==> config.mk <==
export PLATFORM = sky130hd
export DESIGN_NAME = acq_sequencer
export DESIGN_NICKNAME = d
export VERILOG_FILES = /design/src/rtl/acq_sequencer.sv
export SDC_FILE = /design/constraint.sdc
export NUM_CORES = 1
export LEC_CHECK = 0
export ABC_AREA = 1
export ABC_CLOCK_PERIOD_IN_PS = 1800
export CORE_MARGIN = 10
export CORE_UTILIZATION = 51
export DETAILED_ROUTE_END_ITERATION = 16
export PLACE_DENSITY = 0.74
export SETUP_SLACK_MARGIN = 0.4
export SYNTH_ARGS = -nofsm -noshare
export SYNTH_HDL_FRONTEND = slang
export SYNTH_SLANG_ARGS = --single-unit
==> constraint.sdc <==
create_clock -name clk -period 1.8 [get_ports clk]
set_input_delay 0.45 -clock clk [delete_from_list [all_inputs] [get_ports clk]]
set_output_delay 0.45 -clock clk [all_outputs]
set_load 0.1 [all_outputs]
==> src/rtl/acq_sequencer.sv <==
// Capture-session sequencer: optional fast-clock switch, clock generator reset/lock wait,
// acquisition reset, settle, run, and stall/fault handling in the normal clock domain.
module acq_sequencer #(
   parameter int unsigned RESET_CYCLES  = 16,
   parameter int unsigned SETTLE_CYCLES = 8,
   parameter int unsigned LOCK_TIMEOUT  = 65535
) (
   input  logic       clk,
   input  logic       rst,
   input  logic       start,
   input  logic       stop,
   input  logic       clock_select_req,
   input  logic       clk_locked,
   input  logic       stalled,
   output logic       clock_select,
   output logic       clkgen_rst,
   output logic       acq_reset,
   output logic       acq_enable,
   output logic       busy,
   output logic       error,
   output logic       overflow_sticky,
   output logic [2:0] state
);

   typedef enum logic [2:0] {
      S_IDLE     = 3'd0,
      S_CLKSW    = 3'd1,
      S_LOCKWAIT = 3'd2,
      S_RESET    = 3'd3,
      S_SETTLE   = 3'd4,
      S_RUN      = 3'd5,
      S_STALL    = 3'd6,
      S_FAULT    = 3'd7
   } state_t;

   // Counters load N-1 on entry so a state lasts exactly N cycles.
   localparam logic [15:0] RESET_LOAD  = 16'(RESET_CYCLES - 1);
   localparam logic [15:0] SETTLE_LOAD = 16'(SETTLE_CYCLES - 1);
   localparam logic [15:0] LOCK_LOAD   = 16'(LOCK_TIMEOUT - 1);

   state_t      cur;
   state_t      nxt;
   logic [15:0] cnt;
   logic [15:0] cnt_nxt;
   logic        sel_nxt;

   always_comb begin
      nxt     = cur;
      sel_nxt = clock_select;
      cnt_nxt = (cnt == '0) ? '0 : cnt - 16'd1;
      case (cur)
         S_IDLE: begin
            if (!stop && start) begin
               if (clock_select_req != clock_select) begin
                  sel_nxt = clock_select_req;
                  nxt     = S_CLKSW;
               end else begin
                  nxt = S_RESET;
               end
            end
         end
         S_CLKSW: begin
            if (stop)             nxt = S_IDLE;
            else if (cnt == '0)   nxt = S_LOCKWAIT;
         end
         S_LOCKWAIT: begin
            // A still-loaded counter marks the first LOCKWAIT cycle, where lock is not trusted.
            if (stop)                                  nxt = S_IDLE;
            else if (clk_locked && cnt != LOCK_LOAD)   nxt = S_RESET;
            else if (cnt == '0)                        nxt = S_FAULT;
         end
         S_RESET: begin
            if (stop)             nxt = S_IDLE;
            else if (cnt == '0)   nxt = S_SETTLE;
         end
         S_SETTLE: begin
            if (stop)             nxt = S_IDLE;
            else if (cnt == '0)   nxt = S_RUN;
         end
         S_RUN: begin
            if (stop)             nxt = S_IDLE;
            else if (stalled)     nxt = S_STALL;
            else if (!clk_locked) nxt = S_FAULT;
         end
         S_STALL: begin
            if (stop)             nxt = S_IDLE;
            else if (start)       nxt = S_RESET;
         end
         S_FAULT: begin
            if (stop)             nxt = S_IDLE;
         end
         default:                 nxt = S_IDLE;
      endcase
      if (nxt != cur) begin
         case (nxt)
            S_CLKSW, S_RESET: cnt_nxt = RESET_LOAD;
            S_LOCKWAIT:       cnt_nxt = LOCK_LOAD;
            S_SETTLE:         cnt_nxt = SETTLE_LOAD;
            default:          cnt_nxt = '0;
         endcase
      end
   end

   always_ff @(posedge clk) begin
      if (rst) begin
         cur             <= S_IDLE;
         cnt             <= '0;
         clock_select    <= 1'b0;
         clkgen_rst      <= 1'b0;
         acq_reset       <= 1'b0;
         acq_enable      <= 1'b0;
         busy            <= 1'b0;
         error           <= 1'b0;
         overflow_sticky <= 1'b0;
      end else begin
         cur          <= nxt;
         cnt          <= cnt_nxt;
         clock_select <= sel_nxt;
         clkgen_rst   <= (nxt == S_CLKSW) || (nxt == S_FAULT);
         acq_reset    <= (nxt == S_RESET);
         acq_enable   <= (nxt == S_RUN);
         busy         <= (nxt != S_IDLE) && (nxt != S_FAULT);
         error        <= (nxt == S_FAULT);
         if (nxt == S_RESET && cur != S_RESET)
            overflow_sticky <= 1'b0;
         else if (cur == S_RUN && nxt == S_STALL)
            overflow_sticky <= 1'b1;
      end
   end

   assign state = cur;

endmodule
==> results of run 1 <==
-- what timing repair did --
item                       4_1_cts  5_1_grt
setup endpoints to repair       29       31
resized for setup               55       32
cloned                           2        0
pin swaps                        8       15
buffers inserted                10        7
-- cell families (layout without fill, tap and decap cells) --
kind of cell / count (synthesis) / after routing / synth area share
AND/OR/NAND/NOR: 141 / 141 / 0.439
AO/OA/AOI/OAI: 29 / 29 / 0.109
flip-flops: 26 / 26 / 0.290
buffers and inverters: 26 / 112 / 0.0676
XOR/XNOR: 15 / 15 / 0.0732
adder cells (fa/ha/maj): 3 / 3 / 0.0209
-- registers in the layout (all words and copies together) (netlist names) --
name,cells
cnt,16
acq_reset,1
state,3
overflow_sticky,1
error,1
clkgen_rst,1
clock_select,1
acq_enable,1
busy,1
-- tightest hold or removal path, delay by kind of cell (launching register included) --
kind	cells	cell delay, ns
compound gates	1	0.07
buf+inv	1	0.08
flops	1	0.38
-- cell usage in the layout (no fill, tap or decap), types with 5 or more instances in the layout --
master and n:
nand3_4 11, nand2_1 20, buf_4 60, buf_6 8, nand3_1 6, nand2_2 12, nand4_1 12, xnor2_1 7
inv_1 10, dfxtp_2 11, dfxtp_1 10, dfxtp_4 5, buf_12 13, a21oi_2 17, nor2_1 28, nor2_4 7
nand2_4 7, xor2_1 7, nor2_2 14, nand3_2 13
-- stage by stage --
step           hold WS, ns  instance area (um2)  setup TNS [ns]
6_report             0.544                 3130           -6.08
2_1_floorplan        0.544                 1890               0
5_1_grt              0.553                 3130           -7.95
3_3_place_gp         0.481                 2600           -6.90
3_5_place_dp         0.485                 2600           -9.52
4_1_cts              0.495                 2930           -1.27
-- worst paths after layout --
kind	from	slack [ns]	end	depth (start not counted)
min reg2reg	overflow_sticky	0.54	overflow_sticky	2
min	overflow_sticky	0.54	overflow_sticky	2
max reg2reg	cnt[1]	-0.35	cnt[13]	13
max	cnt[1]	-0.35	cnt[13]	13
-- per-layer routing --
| metal | share of wire | global-route usage | up-vias |
|---|---|---|---|
| li1 | - | - | 982 |
| met1 | 0.38 | 0.268 | 1135 |
| met2 | 0.46 | 0.396 | 197 |
| met3 | 0.10 | 0.0529 | 59 |
| met4 | 0.058 | 0.111 | 0 |
| met5 | 0 | 0 | - |
-- cell type report --
| cell class | count | area, um2 | share of cell area |
|---|---|---|---|
| sequential | 26 | 553 | 0.177 |
| clock buffer | 4 | 26.3 | 0.00840 |
| multi-input combinational | 188 | 1480 | 0.474 |
| inverter | 19 | 92.6 | 0.0296 |
| tap | 46 | 57.6 | 0.0184 |
| timing repair buffer | 89 | 916 | 0.293 |
==> results.cfg, run 1 <==
[setup_path]
crit_chain = inv_4, ha_4, nand2_4, nor2_4, nand2_4, a21oi_1, nand2_1, nand2_2, nor2_2, nor2_8, buf_16, nand3_2, a21oi_2
max_stage_delay_ns = 0.41
cp.arrival_ns = 2.41
cp-end-kind = flop
path_max_fanout = 7
worst-path-buf-inv = 2
required_ns = 2.07
path_delay_family = simple AND/OR/NAND/NOR gates
cp_slowest_cell = dfxtp_4
path_class = flop to flop
startpoint_type = flop
cpMostUsedCell = nand2_4

[routing]
postRouteAntennaNets = 0
drc = 0
via_count = 2373
wirelength_um = 8810
routed_via_density = 6.38
drt_pass1_iterations = 5
drt_iter0_drc = 331
wire_per_inst_um = 23.7

[sta]
setup_violations = 24
fin_crit_ns = 2.15
rsz0062_at_grt = true
worst_slew_margin_rel = 0.770
fin_crit_sh = 1.19
setup_ws_ns = -0.346
tightest_slew_ns = 0.343
clock.fmax_mhz = 466
skew_ns = 0.0194
maxSlewViolCount = 0
hold_viol = 0

[clocking]
cts-htree-levels = 1
cts_hold_buffers = 0
cts_root_buffer = clkbuf_4
clockBufferDepth = 2
cts_tree = done
cts_sinks = 26
path_clk_slew_ns = 0.17
numCtsBuffers = 3
clk_latency_ns = 0.35

[grt]
grt_max_degree = 15
grt_remaining_overflow = 0
antenna_found_initial = 0
grt_pass1_vias = 2248
grt_pass1_wl_um = 11600
track_usage = 0.232

[synth]
syn_inst = 240
ys_ff_latch = 26
syn_area_per_cell_um2 = 7.48
synth_nets = 250
synth-edff-count = 0
synth_top_area_cell = dfxtp_1
synthMostInstantiatedCell = nor2_1
synth.top_cells.by_count = nor2_1 (40), nand2_1 (33), dfxtp_1 (26)
synth_top_cell_area_share = 0.290
synthFlopType = dfxtp_1
postSynth.asyncResetShare = 0
synth_area_leaders = dfxtp_1 (29%), nor2_1 (8.4%), nand2_1 (6.9%)
ys_warn_count = 0
synth.distinct_cells = 34
seq_area_frac_synth = 0.290
synthesis.area_mm2 = 0.00180

[floorplan]
core-area_mm2 = 0.00336
ios = 17
start_util = 0.534
fp.dieArea_mm2 = 0.00629
rows = 21
die_h_um = 79.3
die_w_um = 79.3

[placed_design]
port_buffers = 16
routabilityCongestion = 0.904
dpl.hpwl_um = 4050
place_ws_ns = -0.500
dp.cells = 349

[outcome]
status = finished with violations
violations = setup timing

[finish]
num_antenna_cells = 0
fillCellCount = 113
nets = 337
final_util = 0.930
fin_cells = 372
syn_to_final_growth_pct = 74.2
drive_above_1_share = 0.626

[worst_hold_path]
hold_class = flop to flop

[run]
maxCapViolCount = 0
Power of run 1 is left out: the tool's default activity adds up to more than one toggle a clock period on the data nets, which glitch-free logic cannot reach.
==> inputs of run 2 (changes only) <==
Settings changed: CAP_MARGIN from default to 20, CELL_PAD_IN_SITES_DETAIL_PLACEMENT from default to 0, CELL_PAD_IN_SITES_GLOBAL_PLACEMENT from default to 1, CORE_UTILIZATION 51 to 38, PLACE_DENSITY 0.74 to 0.75.
==> results.cfg, run 2 (synthesis gave the netlist of run 1 again) <==
[clocking]
cts-htree-levels = 1
cts_root_buffer = clkbuf_8
path_clk_slew_ns = 0.09
cts_tree = done
numCtsBuffers = 3
cts_sinks = 26
clockBufferDepth = 2
clk_latency_ns = 0.27
cts_hold_buffers = 0

[finish]
multi_input_area_mm2 = 0.00144
nets = 338
num_antenna_cells = 0
largest_register_ffs = 16
final_common_cell = buf_4
regArea_um2 = 546
layout_common_cells = buf_4 (59), nor2_1 (34), nand2_1 (17), a21oi_2 (17)
fillCellCount = 328
drive_above_1_share = 0.581
regMostFlops = cnt
syn_to_final_growth_pct = 75.1

[power_and_ir_drop]
power.switching_w = 0.00350
leakage_nw = 1.34
internal_power_w = 0.00384
power_frac_comb = 0.818
switching_share = 0.476
pwr-share-clk = 0.047
peakVddDrop_mv = 0.993
total_power_w = 0.00734
p_per_area_mw_per_mm2 = 2340
p_seq_frac = 0.135

[sta]
hold_viol = 0
rsz0062_at_grt = true
skew_ns = 0.00380
setup_violations = 20
tightest_slew_ns = 0.403
hold_ws_ns = 0.512
maxSlewViolCount = 0
setup_ws_ns = -0.143
fin_crit_sh = 1.08
worst_slew_margin_rel = 0.730
fin_crit_ns = 1.94
clock.fmax_mhz = 515

[placed_design]
routabilityCongestion = 0.811
dpl.hpwl_um = 3730
port_buffers = 16

[outcome]
status = finished with violations
violations = setup timing

[setup_path]
path_max_fanout = 5
required_ns = 1.96
startpoint_type = flop
cp-end-kind = flop
cp.arrival_ns = 2.10
path_class = flop to flop

[grt]
track_usage = 0.135
antenna_found_initial = 0
grt_remaining_overflow = 0
grt_pass1_vias = 1835
grt_pass1_wl_um = 8570
grt_max_degree = 17

[routing]
wirelength_um = 5360
drt_iter0_drc = 87
via_count = 1949
routed_via_density = 5.14
drt_pass1_iterations = 4
wire_per_inst_um = 14.1
postRouteAntennaNets = 0
drc = 0

[floorplan]
fp.dieArea_mm2 = 0.00787
start_util = 0.401
ios = 17
die_w_um = 88.7
core-area_mm2 = 0.00447
rows = 24
die_h_um = 88.7

[run]
maxCapViolCount = 0

[worst_hold_path]
hold_class = flop to flop
-- run 2: layout make-up --
class	count	share of cell area
flip-flops and latches	26	0.174
well taps	52	0.0207
multi-input cells	188	0.459
inverters	19	0.0291
repair buffers	90	0.303
clock buffers	4	0.0143
-- run 2: repair_timing --
action                     CTS  global route
setup buffers               10             4
setup endpoints to repair   27            28
pin swaps                   12            22
resized for setup           34            38
gates cloned                 1             1
-- run 2: routing by layer --
| metal | track usage | share of wire |
|---|---|---|
| met3 | 0.0257 | 0.039 |
| met2 | 0.226 | 0.51 |
| met4 | 0.0294 | 0.011 |
| met1 | 0.174 | 0.43 |
| met5 | 0 | 0 |
-- run 2: critical path, stage by stage, from the launching register on --
cell	delay (ns)
dfxtp_4	0.38
inv_4	0.06
ha_4	0.15
nand2_4	0.05
nor2_4	0.16
nand2_4	0.08
a21oi_2	0.11
nand3_1	0.09
nand2_2	0.09
nand2_4	0.07
nand2_4	0.12
buf_4	0.12
buf_6	0.08
buf_6	0.08
nor2_2	0.03
nand3_1	0.09
o21ai_1	0.07
-- run 2: final timing paths --
| path | slack (ns) | endpoint | start | depth (start not counted) |
|---|---|---|---|---|
| setup reg to reg | -0.14 | clkgen_rst | cnt[1] | 16 |
| hold reg to reg | 0.51 | overflow_sticky | overflow_sticky | 2 |
| hold / removal | 0.51 | overflow_sticky | overflow_sticky | 2 |
| setup / recovery | -0.14 | clkgen_rst | cnt[1] | 16 |
-- run 2: per-stage QoR --
| step | util | area, um2 | setup WS [ns] | std cells | TNS (ns) |
|---|---|---|---|---|---|
| 2_1_floorplan | - | 1890 | 0.00720 | 240 | 0 |
| 3_5_place_dp | 0.593 | 2650 | -0.400 | 359 | -8.00 |
| 6_report | 0.702 | 3140 | -0.143 | 379 | -2.04 |
| 3_3_place_gp | 0.593 | 2650 | -0.382 | 359 | -7.61 |
| 5_1_grt | 0.702 | 3140 | -0.263 | 379 | -4.36 |
| 4_1_cts | 0.650 | 2910 | -0.104 | 374 | -1.31 |
-- run 2: power by group through the flow --
stage                     Combinational (W)  Clock, W  Sequential [W]
final                               0.00600  0.000348        0.000988
after global routing                0.00649  0.000376         0.00101
after floorplan                     0.00274         0         0.00128
after CTS                           0.00533  0.000348        0.000986
after detailed placement            0.00477         0        0.000988
after global placement              0.00475         0        0.000985
Note: power is estimated with default switching activity, not from simulation.
==> inputs of run 3 (changes only) <==
Settings changed: CORE_ASPECT_RATIO from default to 1.75, GPL_TIMING_DRIVEN from default to 1, SKIP_CTS_REPAIR_TIMING from default to 1.
==> results.cfg, run 3 (synthesis gave the netlist of run 1 again) <==
[finish]
num_antenna_cells = 0
fillCellCount = 436
syn_to_final_growth_pct = 63.6
regMostFlops = cnt
final_common_cell = buf_4
layout_common_cells = buf_4 (56), nor2_1 (30), nand2_1 (22)
largest_register_ffs = 16
regArea_um2 = 546
fin_cells = 371
postLayoutCellArea_mm2 = 0.00294
drive_above_1_share = 0.545
multi_input_area_mm2 = 0.00133
final_util = 0.635
nets = 330

[power_and_ir_drop]
pwr-share-clk = 0.074
leakage_nw = 1.27
power_frac_comb = 0.778
switching_share = 0.469
power.switching_w = 0.00313
internal_power_w = 0.00353
peakVddDrop_mv = 1.57
p_per_area_mw_per_mm2 = 2270
total_power_w = 0.00666
p_seq_frac = 0.148

[setup_path]
cp-end-kind = flop
rrSetupSlack_ns = -0.13
r2r-end = cnt[14]
cp.arrival_ns = 2.09
crit_chain = inv_4, ha_4, nand2_4, nor2_4, nand2_2, a21oi_2, nand3_2, nand2_2, nand2_4, nand2_4, nand2_4, nand2_4, inv_4, clkbuf_16, nand3_2, a21oi_2
cp-startpoint = cnt[0]
startpoint_type = flop
worstRegToRegCells = 16
path_class = flop to flop
cpMostUsedCell = nand2_4
cp_slowest_cell = dfxtp_2
rr_startpoint = cnt[0]
required_ns = 1.96
path_max_fanout = 6
max_stage_delay_ns = 0.35
worstSetupEndpoint = cnt[14]

[placed_design]
place_ws_ns = -0.442
port_buffers = 16
dpl_cell_area_mm2 = 0.00265
dp.cells = 361
dpl.hpwl_um = 4370
routabilityCongestion = 0.832

[routing]
drc = 0
drt_pass1_iterations = 4
wire_per_inst_um = 14.5
postRouteAntennaNets = 0
via_count = 1906
routed_via_density = 5.14
wirelength_um = 5390
drt_iter0_drc = 90

[floorplan]
fp.dieArea_mm2 = 0.00798
start_util = 0.388
core-area_mm2 = 0.00462
rows = 33
die_h_um = 111
ios = 17
die_w_um = 72.0

[grt]
track_usage = 0.131
grt_pass1_wl_um = 8620
grt_remaining_overflow = 0
grt_pass1_vias = 1924
antenna_found_initial = 0
grt_max_degree = 19

[sta]
worst_slew_margin_rel = 0.801
rsz0062_at_grt = true
setup_violations = 20
fin_crit_ns = 1.93
maxSlewViolCount = 0
skew_ns = 0.00204
clock.fmax_mhz = 519
hold_viol = 0
tightest_slew_ns = 0.297
fin_crit_sh = 1.07
setup_ws_ns = -0.127

[worst_hold_path]
hold_class = flop to flop
min_from = overflow_sticky

[outcome]
status = finished with violations
violations = setup timing

[clocking]
path_clk_slew_ns = 0.10
cts_sinks = 26
numCtsBuffers = 3
cts_root_buffer = clkbuf_8
cts-htree-levels = 1
clk_latency_ns = 0.27
clockBufferDepth = 2
cts_tree = done

[run]
maxCapViolCount = 0
==> run 3: cell count changes in the layout (fill, tap and decap cells not counted), moves of 4 or more <==
cell	previous run	this run
nand3_4	9	2
a21oi_1	2	8
a21oi_2	17	11
nand3_2	11	17
nand2_1	17	22
dlygate4sd2_1	4	0
nor2_1	34	30
nor2_2	8	12
==> run 3: routing by layer <==
layer	up-vias	wire length, um	track usage
li1	967	-	-
met1	889	1840	0.114
met2	34	3170	0.261
met3	16	129	0.0215
met4	0	253	0.0739
met5	-	0	0
==> run 3: cell type report <==
cell class,count,area share
repair buffers,82,0.285
multi-input cells,188,0.452
inverters,19,0.0303
clock buffers,3,0.0141
flip-flops and latches,26,0.186
well taps,52,0.0222
clock inverters,1,0.0102
==> run 3: worst min path at each step <==
stage,slack [ns],cells past startpoint,end
2_1_floorplan,0.54,3,cnt[0]
3_3_place_gp,0.48,2,overflow_sticky
3_5_place_dp,0.49,2,overflow_sticky
4_1_cts,0.50,2,overflow_sticky
5_1_grt,0.53,2,overflow_sticky
6_report,0.50,2,overflow_sticky
==> run 3: critical path: cells and delay by family (launching register included) <==
kind / cells / cell delay [ns]
adders and majority gates: 1 / 0.15
DFF: 1 / 0.35
buffers and inverters: 3 / 0.27
AOI/OAI and AO/OA: 2 / 0.18
and+or+nand+nor: 10 / 0.85
==> run 3: stage by stage <==
stage | TNS (ns) | hold WS (ns)
3_5_place_dp | -8.66 | 0.489
2_1_floorplan | 0 | 0.544
3_3_place_gp | -7.84 | 0.479
4_1_cts | -4.77 | 0.504
6_report | -1.84 | 0.500
5_1_grt | -4.10 | 0.535
==> run 3: power by group through the flow <==
stage	Sequential, W	Combinational (W)	Clock, W
2_1_floorplan	0.00128	0.00274	0
3_3_place_gp	0.000981	0.00475	0
3_5_place_dp	0.000982	0.00478	0
4_1_cts	0.000970	0.00481	0.000506
5_1_grt	0.00102	0.00561	0.000521
6_report	0.000988	0.00518	0.000492
